`config.mk`:
```
export PLATFORM = sky130hd
export DESIGN_NAME = bk_subtractor_pipe
export DESIGN_NICKNAME = d
export VERILOG_FILES = /design/src/rtl/bk_pkg.sv /design/src/rtl/bk_prefix_cell.sv /design/src/rtl/bk_subtractor_pipe.sv
export SDC_FILE = /design/constraint.sdc
export NUM_CORES = 1
export LEC_CHECK = 0
export CORE_UTILIZATION = 46
export DETAILED_ROUTE_END_ITERATION = 16
export HOLD_SLACK_MARGIN = 0.05
export PLACE_DENSITY = 0.69
export SLEW_MARGIN = 20
export SYNTH_ARGS = -nofsm -noshare
export SYNTH_HDL_FRONTEND = slang
export SYNTH_SLANG_ARGS = --single-unit
```
`constraint.sdc`:
```
create_clock -name clk -period 3.5 [get_ports clk]
set_input_delay 0.875 -clock clk [delete_from_list [all_inputs] [get_ports clk]]
set_output_delay 0.875 -clock clk [all_outputs]
set_load 0.02 [all_outputs]
```
`src/rtl/bk_pkg.sv`:
```
// Shared Brent-Kung definitions: widths, generate/propagate pair, combine rule.
package bk_pkg;

    localparam int unsigned BK_WIDTH  = 16;
    localparam int unsigned BK_LEVELS = 4;

    typedef struct packed {
        logic g;
        logic p;
    } gp_t;

    // Merge a higher-order group with the adjacent lower-order group.
    function automatic gp_t bk_combine(input gp_t hi, input gp_t lo);
        gp_t r;
        r.g = hi.g | (hi.p & lo.g);
        r.p = hi.p & lo.p;
        return r;
    endfunction

endpackage

```
`src/rtl/bk_prefix_cell.sv`:
```
// Single prefix-tree node: combines a high and a low (G,P) group.
module bk_prefix_cell
    import bk_pkg::*;
(
    input  gp_t hi_i,
    input  gp_t lo_i,
    output gp_t gp_o
);

    assign gp_o = bk_combine(hi_i, lo_i);

endmodule

```
`src/rtl/bk_subtractor_pipe.sv`:
```
// Three-stage pipelined 16-bit Brent-Kung subtractor (A - B - bin) with a
// valid/ready stream interface and a single global stall.
// Optional macro BK_SUB_SATURATE_EN: signed-saturate diff on overflow.
module bk_subtractor_pipe
    import bk_pkg::*;
#(
    parameter int unsigned WIDTH = BK_WIDTH
)
(
    input  logic             clk,
    input  logic             rst,
    input  logic             in_valid,
    output logic             in_ready,
    input  logic [WIDTH-1:0] a,
    input  logic [WIDTH-1:0] b,
    input  logic             bin,
    output logic             out_valid,
    input  logic             out_ready,
    output logic [WIDTH-1:0] diff,
    output logic             bout,
    output logic             ovf
);

    localparam int unsigned W      = BK_WIDTH;
    localparam int unsigned S2_LVL = BK_LEVELS / 2;
    localparam int unsigned S3_NOD = BK_LEVELS - S2_LVL + BK_LEVELS - 1;

    logic advance;

    // Stage 1 registers
    gp_t [W-1:0] s1_gp_d, s1_gp_q;
    logic        s1_c0_q, s1_a15_q, s1_b15_q, s1_v_q;

    // Stage 2 registers
    gp_t [W-1:0]  s2_gp_q;
    logic [W-1:0] s2_p_q;
    logic         s2_c0_q, s2_a15_q, s2_b15_q, s2_v_q;

    // Prefix network wiring
    gp_t [W-1:0] u [0:S2_LVL];
    gp_t [W-1:0] t [0:S3_NOD];

    // Stage 3 results feeding the output registers
    logic [W:0]   carry;
    logic [W-1:0] raw_diff, diff_d;
    logic         bout_d, ovf_d;

    assign advance  = !out_valid || out_ready;
    assign in_ready = advance;

    // Bitwise generate/propagate of a + ~b
    always_comb begin
        s1_gp_d = '0;
        for (int i = 0; i < int'(W); i++) begin
            s1_gp_d[i].g = a[i] & ~b[i];
            s1_gp_d[i].p = ~(a[i] ^ b[i]);
        end
    end

    // Up-sweep levels 1..2 between stage 1 and stage 2
    assign u[0] = s1_gp_q;
    for (genvar k = 1; k <= int'(S2_LVL); k++) begin : g_s2_lvl
        localparam int unsigned D = 1 << (k - 1);
        for (genvar i = 0; i < int'(W); i++) begin : g_bit
            if (((i + 1) % (2 * D)) == 0) begin : g_cell
                bk_prefix_cell u_cell (
                    .hi_i (u[k-1][i]),
                    .lo_i (u[k-1][i-D]),
                    .gp_o (u[k][i])
                );
            end else begin : g_pass
                assign u[k][i] = u[k-1][i];
            end
        end
    end

    // Up-sweep levels 3..4 then back-propagation spans 4, 2, 1 in stage 3
    assign t[0] = s2_gp_q;
    for (genvar j = 1; j <= int'(S3_NOD); j++) begin : g_s3_lvl
        localparam bit          UP = (j <= 2);
        localparam int unsigned D  = UP ? (4 << (j - 1)) : (8 >> (j - 2));
        for (genvar i = 0; i < int'(W); i++) begin : g_bit
            if (UP ? (((i + 1) % (2 * D)) == 0)
                   : ((((i + 1) % (2 * D)) == D) && (i >= 2 * D))) begin : g_cell
                bk_prefix_cell u_cell (
                    .hi_i (t[j-1][i]),
                    .lo_i (t[j-1][i-D]),
                    .gp_o (t[j][i])
                );
            end else begin : g_pass
                assign t[j][i] = t[j-1][i];
            end
        end
    end

    // Carries from full prefixes, then difference, borrow, overflow, saturation
    always_comb begin
        carry    = '0;
        carry[0] = s2_c0_q;
        for (int i = 0; i < int'(W); i++) begin
            carry[i+1] = t[S3_NOD][i].g | (t[S3_NOD][i].p & s2_c0_q);
        end
        raw_diff = s2_p_q ^ carry[W-1:0];
        bout_d   = ~carry[W];
        ovf_d    = (s2_a15_q != s2_b15_q) && (raw_diff[W-1] != s2_a15_q);
        diff_d   = raw_diff;
`ifdef BK_SUB_SATURATE_EN
        if (ovf_d) begin
            diff_d = s2_a15_q ? W'(16'h8000) : W'(16'h7FFF);
        end
`endif
    end

    // Pipeline registers: all stages shift together on advance
    always_ff @(posedge clk) begin
        if (rst) begin
            s1_v_q    <= 1'b0;
            s2_v_q    <= 1'b0;
            out_valid <= 1'b0;
            diff      <= '0;
            bout      <= 1'b0;
            ovf       <= 1'b0;
        end else if (advance) begin
            s1_gp_q   <= s1_gp_d;
            s1_c0_q   <= ~bin;
            s1_a15_q  <= a[W-1];
            s1_b15_q  <= b[W-1];
            s1_v_q    <= in_valid;

            s2_gp_q   <= u[S2_LVL];
            for (int i = 0; i < int'(W); i++) begin
                s2_p_q[i] <= s1_gp_q[i].p;
            end
            s2_c0_q   <= s1_c0_q;
            s2_a15_q  <= s1_a15_q;
            s2_b15_q  <= s1_b15_q;
            s2_v_q    <= s1_v_q;

            out_valid <= s2_v_q;
            diff      <= diff_d;
            bout      <= bout_d;
            ovf       <= ovf_d;
        end
    end

endmodule

```
## Word-level counts from Yosys, hierarchy flattened

Index checks and enable logic that the tools add are counted.
W data, S select, Z words.

- Logic and storage cells: 261
- Output and inout port bits: 20
- Input bits: 37
- Flip-flop bits (word level): 107

- Reduce and logical (&&, ||, !) cells: 4
- Bitwise logic cells: 178
- Equality and inequality tests: 2

Operator list:

| cell | count |
|---|---|
| $and A1 B1 Y1 | 84 |
| $or A1 B1 Y1 | 42 |
| $not A1 Y1 | 35 |
| $xor A1 B1 Y1 | 16 |
| $xor A16 B16 Y16 | 1 |
| $ne A1 B1 Y1 | 2 |
| $reduce_and A2 Y1 | 1 |
| $logic_and A1 B1 Y1 | 1 |
| $logic_not A1 Y1 | 1 |
| $logic_or A1 B1 Y1 | 1 |

## Longest topological paths before layout

Gate-level depths: netlist (run 1).

- Word-level depth: 12
- Gate-level depth with buffers: 8

## Modules after synthesis

Synthesis (run 1) repeated with hierarchy kept, for this count alone.

- Cells, all modules: 288
- Area total of the unflattened synthesis: 3957.5 µm²

By module, submodules not included:

| module | seq. area each (µm²) | instances | area each (µm²) | cells an instance |
|---|---|---|---|---|
| bk_subtractor_pipe | 2762.6 | 1 | 3567.2 | 236 |
| bk_prefix_cell | 0.0 | 26 | 15.0 | 2 |

## Worst setup path after synthesis (run 1)

OpenSTA, ideal clock, no wires.

- Kind: input port to flip-flop
- From: in rst
- To: reg ovf
- Path slack: 0.870 ns
- Setup time: 0.083 ns
- Buffers on the path: 1
- Required time: 3.417 ns
- Data arrival time: 2.547 ns
- Stages: 7
- Cell sequence: clkbuf_8 inv_2 nand2_8 inv_2 and4b_1 mux2i_1 o2111ai_1

RTL lines:

| element | line | source |
|---|---|---|
| from (decl) | bk_subtractor_pipe.sv:11 | `input logic rst,` |
| to (signal assigned) | bk_subtractor_pipe.sv:142 | `ovf <= ovf_d;` |
| to (decl) | bk_subtractor_pipe.sv:21 | `output logic ovf` |

## Worst setup path after layout (run 1)

- From: in out_ready
- To: out in_ready

- Word-level cells in the longest chain between the ends: 1

RTL lines:

| element | line | source |
|---|---|---|
| from (decl) | bk_subtractor_pipe.sv:18 | `input logic out_ready,` |
| $logic_or A1 B1 Y1 | bk_subtractor_pipe.sv:48 | `assign advance = !out_valid \|\| out_ready;` |
| to (decl) | bk_subtractor_pipe.sv:13 | `output logic in_ready,` |

Every way passes these cells.

==> flow_metrics.env, run 1 <==
export IMPL_outcome="finished clean"
export IMPL_final_util_pct=58.5
export IMPL_dieArea_sq_um=8960
export IMPL_pin_count=57
export IMPL_antenna_cells=0
export IMPL_finalMaxSlewViolations=0
export IMPL_via_count=2190
export IMPL_grt_pass1_wl_um=9980
export IMPL_holdWs_ps=415
export IMPL_powerDensity_nw_per_um2=504
export IMPL_layout_drive_gt1_share_pct=10.3
export IMPL_grt_use_total_pct=14.9
export IMPL_start_util_pct=47.8
export IMPL_yosysTopAreaCellShare_pct=59.3
export IMPL_async_reset_ff_share_pct=0
export IMPL_routed_wl_um=5850
export IMPL_avgViaCountPerCell=4.91
export IMPL_place_congestion=0.776
export IMPL_skew_ps=10.1
export IMPL_ys_warn_count=0
export IMPL_fmax_mhz=326
export IMPL_rows=33
export IMPL_die_x_um=94.6
export IMPL_wl_per_cell_um=13.1
export IMPL_final_nets=390
export IMPL_setup_viol_count_final=0
export IMPL_fin_ws_ps=435
export IMPL_ctsHoldBuffers=0
export IMPL_tns_ps=0
export IMPL_drtIter0Drc=129
export IMPL_cap_violations=0
export IMPL_maxSlewHeadroom_pct=60.9
export IMPL_finalHoldViolCount=0
export IMPL_nFillCells=677
export IMPL_synth_area_top_cells="edfxtp_1 59%, dfxtp_1 11%, ha_1 5.4%"
export IMPL_cts_buffers=9
export IMPL_finalCriticalPeriod_ps=3060
export IMPL_synth_seq_cells=99
export IMPL_arrival_ps=2190
export IMPL_post_cts_setup_buffers=0
export IMPL_clock_latency_ps=350
export IMPL_cp_max_fo=14
export IMPL_leakagePower_nw=1.89
export IMPL_yosys_cell_count_top_type="edfxtp_1"
export IMPL_area_delta_synth_final_pct=22.4
export IMPL_die_h_um=94.6
export IMPL_reg2reg_setup_slack_ps=1770
export IMPL_cp_required_ps=2620
export IMPL_ys_seq_area_share_pct=70.0
export IMPL_grt_max_degree=38
export IMPL_cts_resized=0
export IMPL_cp_start_kind="input pin"
export IMPL_hpwlAfterDp_um=4260
export IMPL_netlist_instances=271
export IMPL_cts_root_buf="clkbuf_8"
export IMPL_clk_pin_slew_ps=80
export IMPL_cts_tree="yes"
export IMPL_peakVddDrop_mv=0.209
export IMPL_clk_path_buf_depth=2
export IMPL_crit_type="input pin to output pin"
export IMPL_core_area_sq_um=8260
export IMPL_io_buffers=56
export IMPL_synth_edf_count=78
export IMPL_yosys_area_top_type="edfxtp_1"
export IMPL_rsz0062_at_grt="false"
export IMPL_synth_common_cells="78 x edfxtp_1, 24 x nand2_1, 21 x dfxtp_1, 20 x inv_1, 18 x a21o_1"
export IMPL_grt_pass1_vias=2190
export IMPL_dp_slack_ps=429
export IMPL_hold_path_class="register to register"
export IMPL_endpoint_kind="output pin"
export IMPL_ys_types=42
export IMPL_syn_num_nets=325
export IMPL_overflow=0
export IMPL_drc=0
export IMPL_totalPowerFinal_mw=2.44
export IMPL_syn_area_per_cell_sq_um=14.6
export IMPL_cts_max_level=3
export IMPL_first_pass_iters=5
export IMPL_synth_area_sq_um=3950
export IMPL_tightest_slew_ps=585
export IMPL_antenna_found_initial=0
export IMPL_synth_main_ff_cell="edfxtp_1"
export IMPL_postRouteAntennaNets=0
export IMPL_cts_sinks=99
export IMPL_period_share_pct=87.6
## cells by family (layout without fill, tap and decap cells)
family	count (synthesis)	count (layout)	synth area share (%)
DFF	99	99	70.0
adders and majority gates	17	17	5.39
xor gates and xnor gates	9	9	2.00
and+or+nand+nor	60	60	8.02
muxes	1	1	0.254
AOI/OAI and AO/OA	56	56	10.3
buffers and inverters	29	99	4.06
## through the flow
stage / instance area [sq um] / instances
final: 4830 / 446
after global routing: 4830 / 446
after CTS: 4830 / 446
after detailed placement: 4630 / 430
after global placement: 4630 / 430
after floorplan: 3950 / 271
## critical path, cell delays in order
cell	delay, ps
clkdlybuf4s50_1	500
nor2b_4	60
inv_6	130
clkdlybuf4s50_1	620
## cell usage in the layout (no fill, tap or decap), types with 2 or more instances in the layout
| cell type | Yosys | layout |
|---|---|---|
| nand2_1 | 24 | 24 |
| o21ai_1 | 5 | 5 |
| bufinv_16 | 0 | 2 |
| a21oi_1 | 14 | 14 |
| ha_1 | 17 | 17 |
| and3_1 | 4 | 4 |
| nor2_1 | 9 | 9 |
| clkdlybuf4s50_1 | 0 | 56 |
| buf_12 | 0 | 2 |
| inv_1 | 20 | 20 |
| a211oi_2 | 2 | 2 |
| and2_1 | 4 | 4 |
| dfxtp_1 | 21 | 21 |
| nand3_1 | 6 | 6 |
| edfxtp_1 | 78 | 78 |
| nor4b_1 | 2 | 2 |
| buf_4 | 0 | 2 |
| xor2_1 | 5 | 5 |
| o21ai_2 | 3 | 3 |
| or3_1 | 2 | 2 |
| inv_2 | 2 | 2 |
| a21oi_2 | 5 | 5 |
| a21o_1 | 18 | 18 |
| clkbuf_8 | 3 | 9 |
| nor3_1 | 2 | 2 |
| clkinv_1 | 0 | 2 |
| xnor2_1 | 4 | 4 |
## cell type report
cell class	instances	area, sq um	share of cell area [%]
clock buffer	10	128	2.64
timing repair buffer	60	616	12.7
sequential	99	2760	57.2
inverter	23	91.3	1.89
multi-input combinational	143	1020	21.2
tap	105	131	2.72
clock inverter	6	80.1	1.66
## where the power goes
group,switching (mW),total [mW],internal (mW)
sequential,0.0503,1.42,1.37
combinational,0.129,0.267,0.138
clock,0.349,0.746,0.397
total,0.528,2.44,1.91
## per-layer routing
layer	wire length (um)	track usage (%)	vias to the layer above	share of wire, %
met2	2870	23.9	44	49
met3	204	2.33	10	3.5
met1	2650	19.0	1027	45
met4	126	9.47	0	2.2
met5	0	0	-	0
li1	-	-	1109	-
## final timing paths
path / start / endpoint / cells past startpoint
worst max-delay path: out_ready / in_ready / 4
worst min-delay path: s1_c0_q / s2_c0_q / 0
worst max register to register: out_valid / s2_gp_q[13] / 5
worst min register to register: s1_c0_q / s2_c0_q / 0
## state kept, by name, summed over array words and instances, names as in the netlist, 16 cells and up
name and count:
diff 16, s2_gp_q 24, s2_p_q 16, s1_gp_q 32
(Power assumes the default switching activity.)
==> run 2, diff against run 1 <==
- PLACE_DENSITY: 0.69 -> not set
- PLACE_DENSITY_LB_ADDON: not set -> 0.2
==> run 2 against run 1 <==
  * Die area stayed put
  * Final cell count did not move
  * Clock power fell by 16%
  * Core utilization down 0.62 points
  * Critical path type unchanged
  * Largest power group unchanged
==> flow_metrics.env, run 2 (synthesis gave the netlist of run 1 again) <==
export IMPL_clkPwrFrac_pct=27.1
export IMPL_cts_resized=0
export IMPL_critPathSlowestCell="clkdlybuf4s50_1"
export IMPL_drtIter0Drc=80
export IMPL_dp_slack_ps=422
export IMPL_outcome="finished clean"
export IMPL_power_switching_mw=0.533
export IMPL_multi_input_area_sq_um=1020
export IMPL_io_buffers=56
export IMPL_tightest_slew_ps=412
export IMPL_rows=33
export IMPL_core_area_sq_um=8260
export IMPL_cp_start_kind="input pin"
export IMPL_place_area_sq_um=4610
export IMPL_drc=0
export IMPL_dieArea_sq_um=8960
export IMPL_grt_max_degree=58
export IMPL_cts_sinks=99
export IMPL_layout_common_cells="78 x edfxtp_1, 56 x clkdlybuf4s50_1, 24 x nand2_1, 21 x dfxtp_1, 20 x inv_1"
export IMPL_pin_count=57
export IMPL_crit_chain="clkdlybuf4s50_1 -> nor2b_4 -> inv_6 -> clkdlybuf4s50_1"
export IMPL_grt_pass1_wl_um=9750
export IMPL_largest_reg_flops=32
export IMPL_clk_pin_slew_ps=80
export IMPL_first_pass_iters=4
export IMPL_period_share_pct=87.7
export IMPL_die_x_um=94.6
export IMPL_finalMaxSlewViolations=0
export IMPL_area_delta_synth_final_pct=21.1
export IMPL_postRouteAntennaNets=0
export IMPL_peakVddDrop_mv=0.190
export IMPL_hold_path_class="register to register"
export IMPL_pwr_share_comb_pct=11.4
export IMPL_skew_ps=8.66
export IMPL_grt_pass1_vias=2161
export IMPL_layout_drive_gt1_share_pct=10.9
export IMPL_p_int_mw=1.78
export IMPL_cp_top_family="buffers and inverters"
export IMPL_antenna_found_initial=0
export IMPL_post_cts_setup_buffers=0
export IMPL_clk_path_buf_depth=2
export IMPL_seqPwrFrac_pct=61.5
export IMPL_setup_viol_count_final=0
export IMPL_overflow=0
export IMPL_cts_root_buf="clkbuf_8"
export IMPL_leakagePower_nw=1.87
export IMPL_sw_frac_of_total_pct=23.0
export IMPL_die_h_um=94.6
export IMPL_cts_max_level=3
export IMPL_clock_latency_ps=350
export IMPL_place_inst=430
export IMPL_avgViaCountPerCell=4.96
export IMPL_finalHoldViolCount=0
export IMPL_cp_max_fo=14
export IMPL_tns_ps=0
export IMPL_arrival_ps=2190
export IMPL_cp_buffers_inverters=3
export IMPL_crit_type="input pin to output pin"
export IMPL_cpPeakStageDelay_ps=620
export IMPL_cp_required_ps=2620
export IMPL_stdcell_count=446
export IMPL_routed_wl_um=5830
export IMPL_antenna_cells=0
export IMPL_fin_ws_ps=430
export IMPL_crit_top_cell="clkdlybuf4s50_1"
export IMPL_cts_buffers=9
export IMPL_final_nets=390
export IMPL_largest_register="s1_gp_q"
export IMPL_totalPowerFinal_mw=2.31
export IMPL_cap_violations=0
export IMPL_endpoint_kind="output pin"
export IMPL_powerDensity_nw_per_um2=484
export IMPL_cts_tree="yes"
export IMPL_layout_commonest_cell="edfxtp_1"
export IMPL_rsz0062_at_grt="false"
export IMPL_wl_per_cell_um=13.1
export IMPL_regArea_sq_um=2760
export IMPL_ctsHoldBuffers=0
export IMPL_finalCriticalPeriod_ps=3070
export IMPL_maxSlewHeadroom_pct=72.5
export IMPL_top_regs="s1_gp_q x32, s2_gp_q x24"
export IMPL_grt_use_total_pct=14.6
export IMPL_nFillCells=702
export IMPL_design_area_sq_um=4780
export IMPL_via_count=2212
export IMPL_fmax_mhz=326
export IMPL_place_congestion=0.727
export IMPL_start_util_pct=47.8
export IMPL_hpwlAfterDp_um=4210
-- run 2: changes by cell type in the layout (fill, tap and decap cells not counted) --
| cell | before | now |
|---|---|---|
| clkinv_2 | 1 | 4 |
| bufinv_16 | 2 | 0 |
| buf_12 | 2 | 1 |
| buf_4 | 2 | 3 |
| clkbuf_1 | 1 | 0 |
| clkbuf_8 | 9 | 10 |
| clkinv_1 | 2 | 1 |
-- run 2: final cells by class --
cell class / count / area share (%)
repair buffers: 60 / 12.6
flip-flops and latches: 99 / 57.8
clock inverters: 6 / 0.654
multi-input cells: 143 / 21.4
inverters: 23 / 1.91
clock buffers: 10 / 2.88
well taps: 105 / 2.75
-- run 2: per-layer routing --
metal | up-vias | wire length (um) | GRT usage, %
met5 | - | 0 | 0
met2 | 56 | 2810 | 22.9
met3 | 9 | 296 | 3.54
li1 | 1110 | - | -
met1 | 1037 | 2630 | 18.5
met4 | 0 | 89 | 8.08
-- run 2: power groups by stage --
stage	Clock (mW)	Combinational, mW	Sequential (mW)
finish	0.626	0.264	1.42
global route	0.697	0.292	1.43
CTS	0.650	0.269	1.42
detailed placement	0	0.268	1.45
global placement	0	0.262	1.45
floorplan	0	0.125	1.46
-- run 2: path summary, 6_finish.rpt --
check | cells past startpoint | to | slack (ps) | startpoint
max | 4 | in_ready | 430 | out_ready
min | 0 | s2_a15_q | 420 | s1_a15_q
max reg2reg | 5 | s2_p_q[1] | 1820 | out_valid
min reg2reg | 0 | s2_a15_q | 420 | s1_a15_q
-- run 2: stage by stage --
stage | hold WS [ps] | util, %
2_1_floorplan | 400 | -
3_5_place_dp | 405 | 55.9
6_report | 422 | 57.9
4_1_cts | 425 | 57.9
3_3_place_gp | 408 | 55.9
5_1_grt | 439 | 57.9
-- run 2: worst register-to-register path, delay by kind of cell (launching register included) --
family	cells	cell delay, ps
AND/OR/NAND/NOR	2	230
flip-flops	1	320
buffers and inverters	3	800
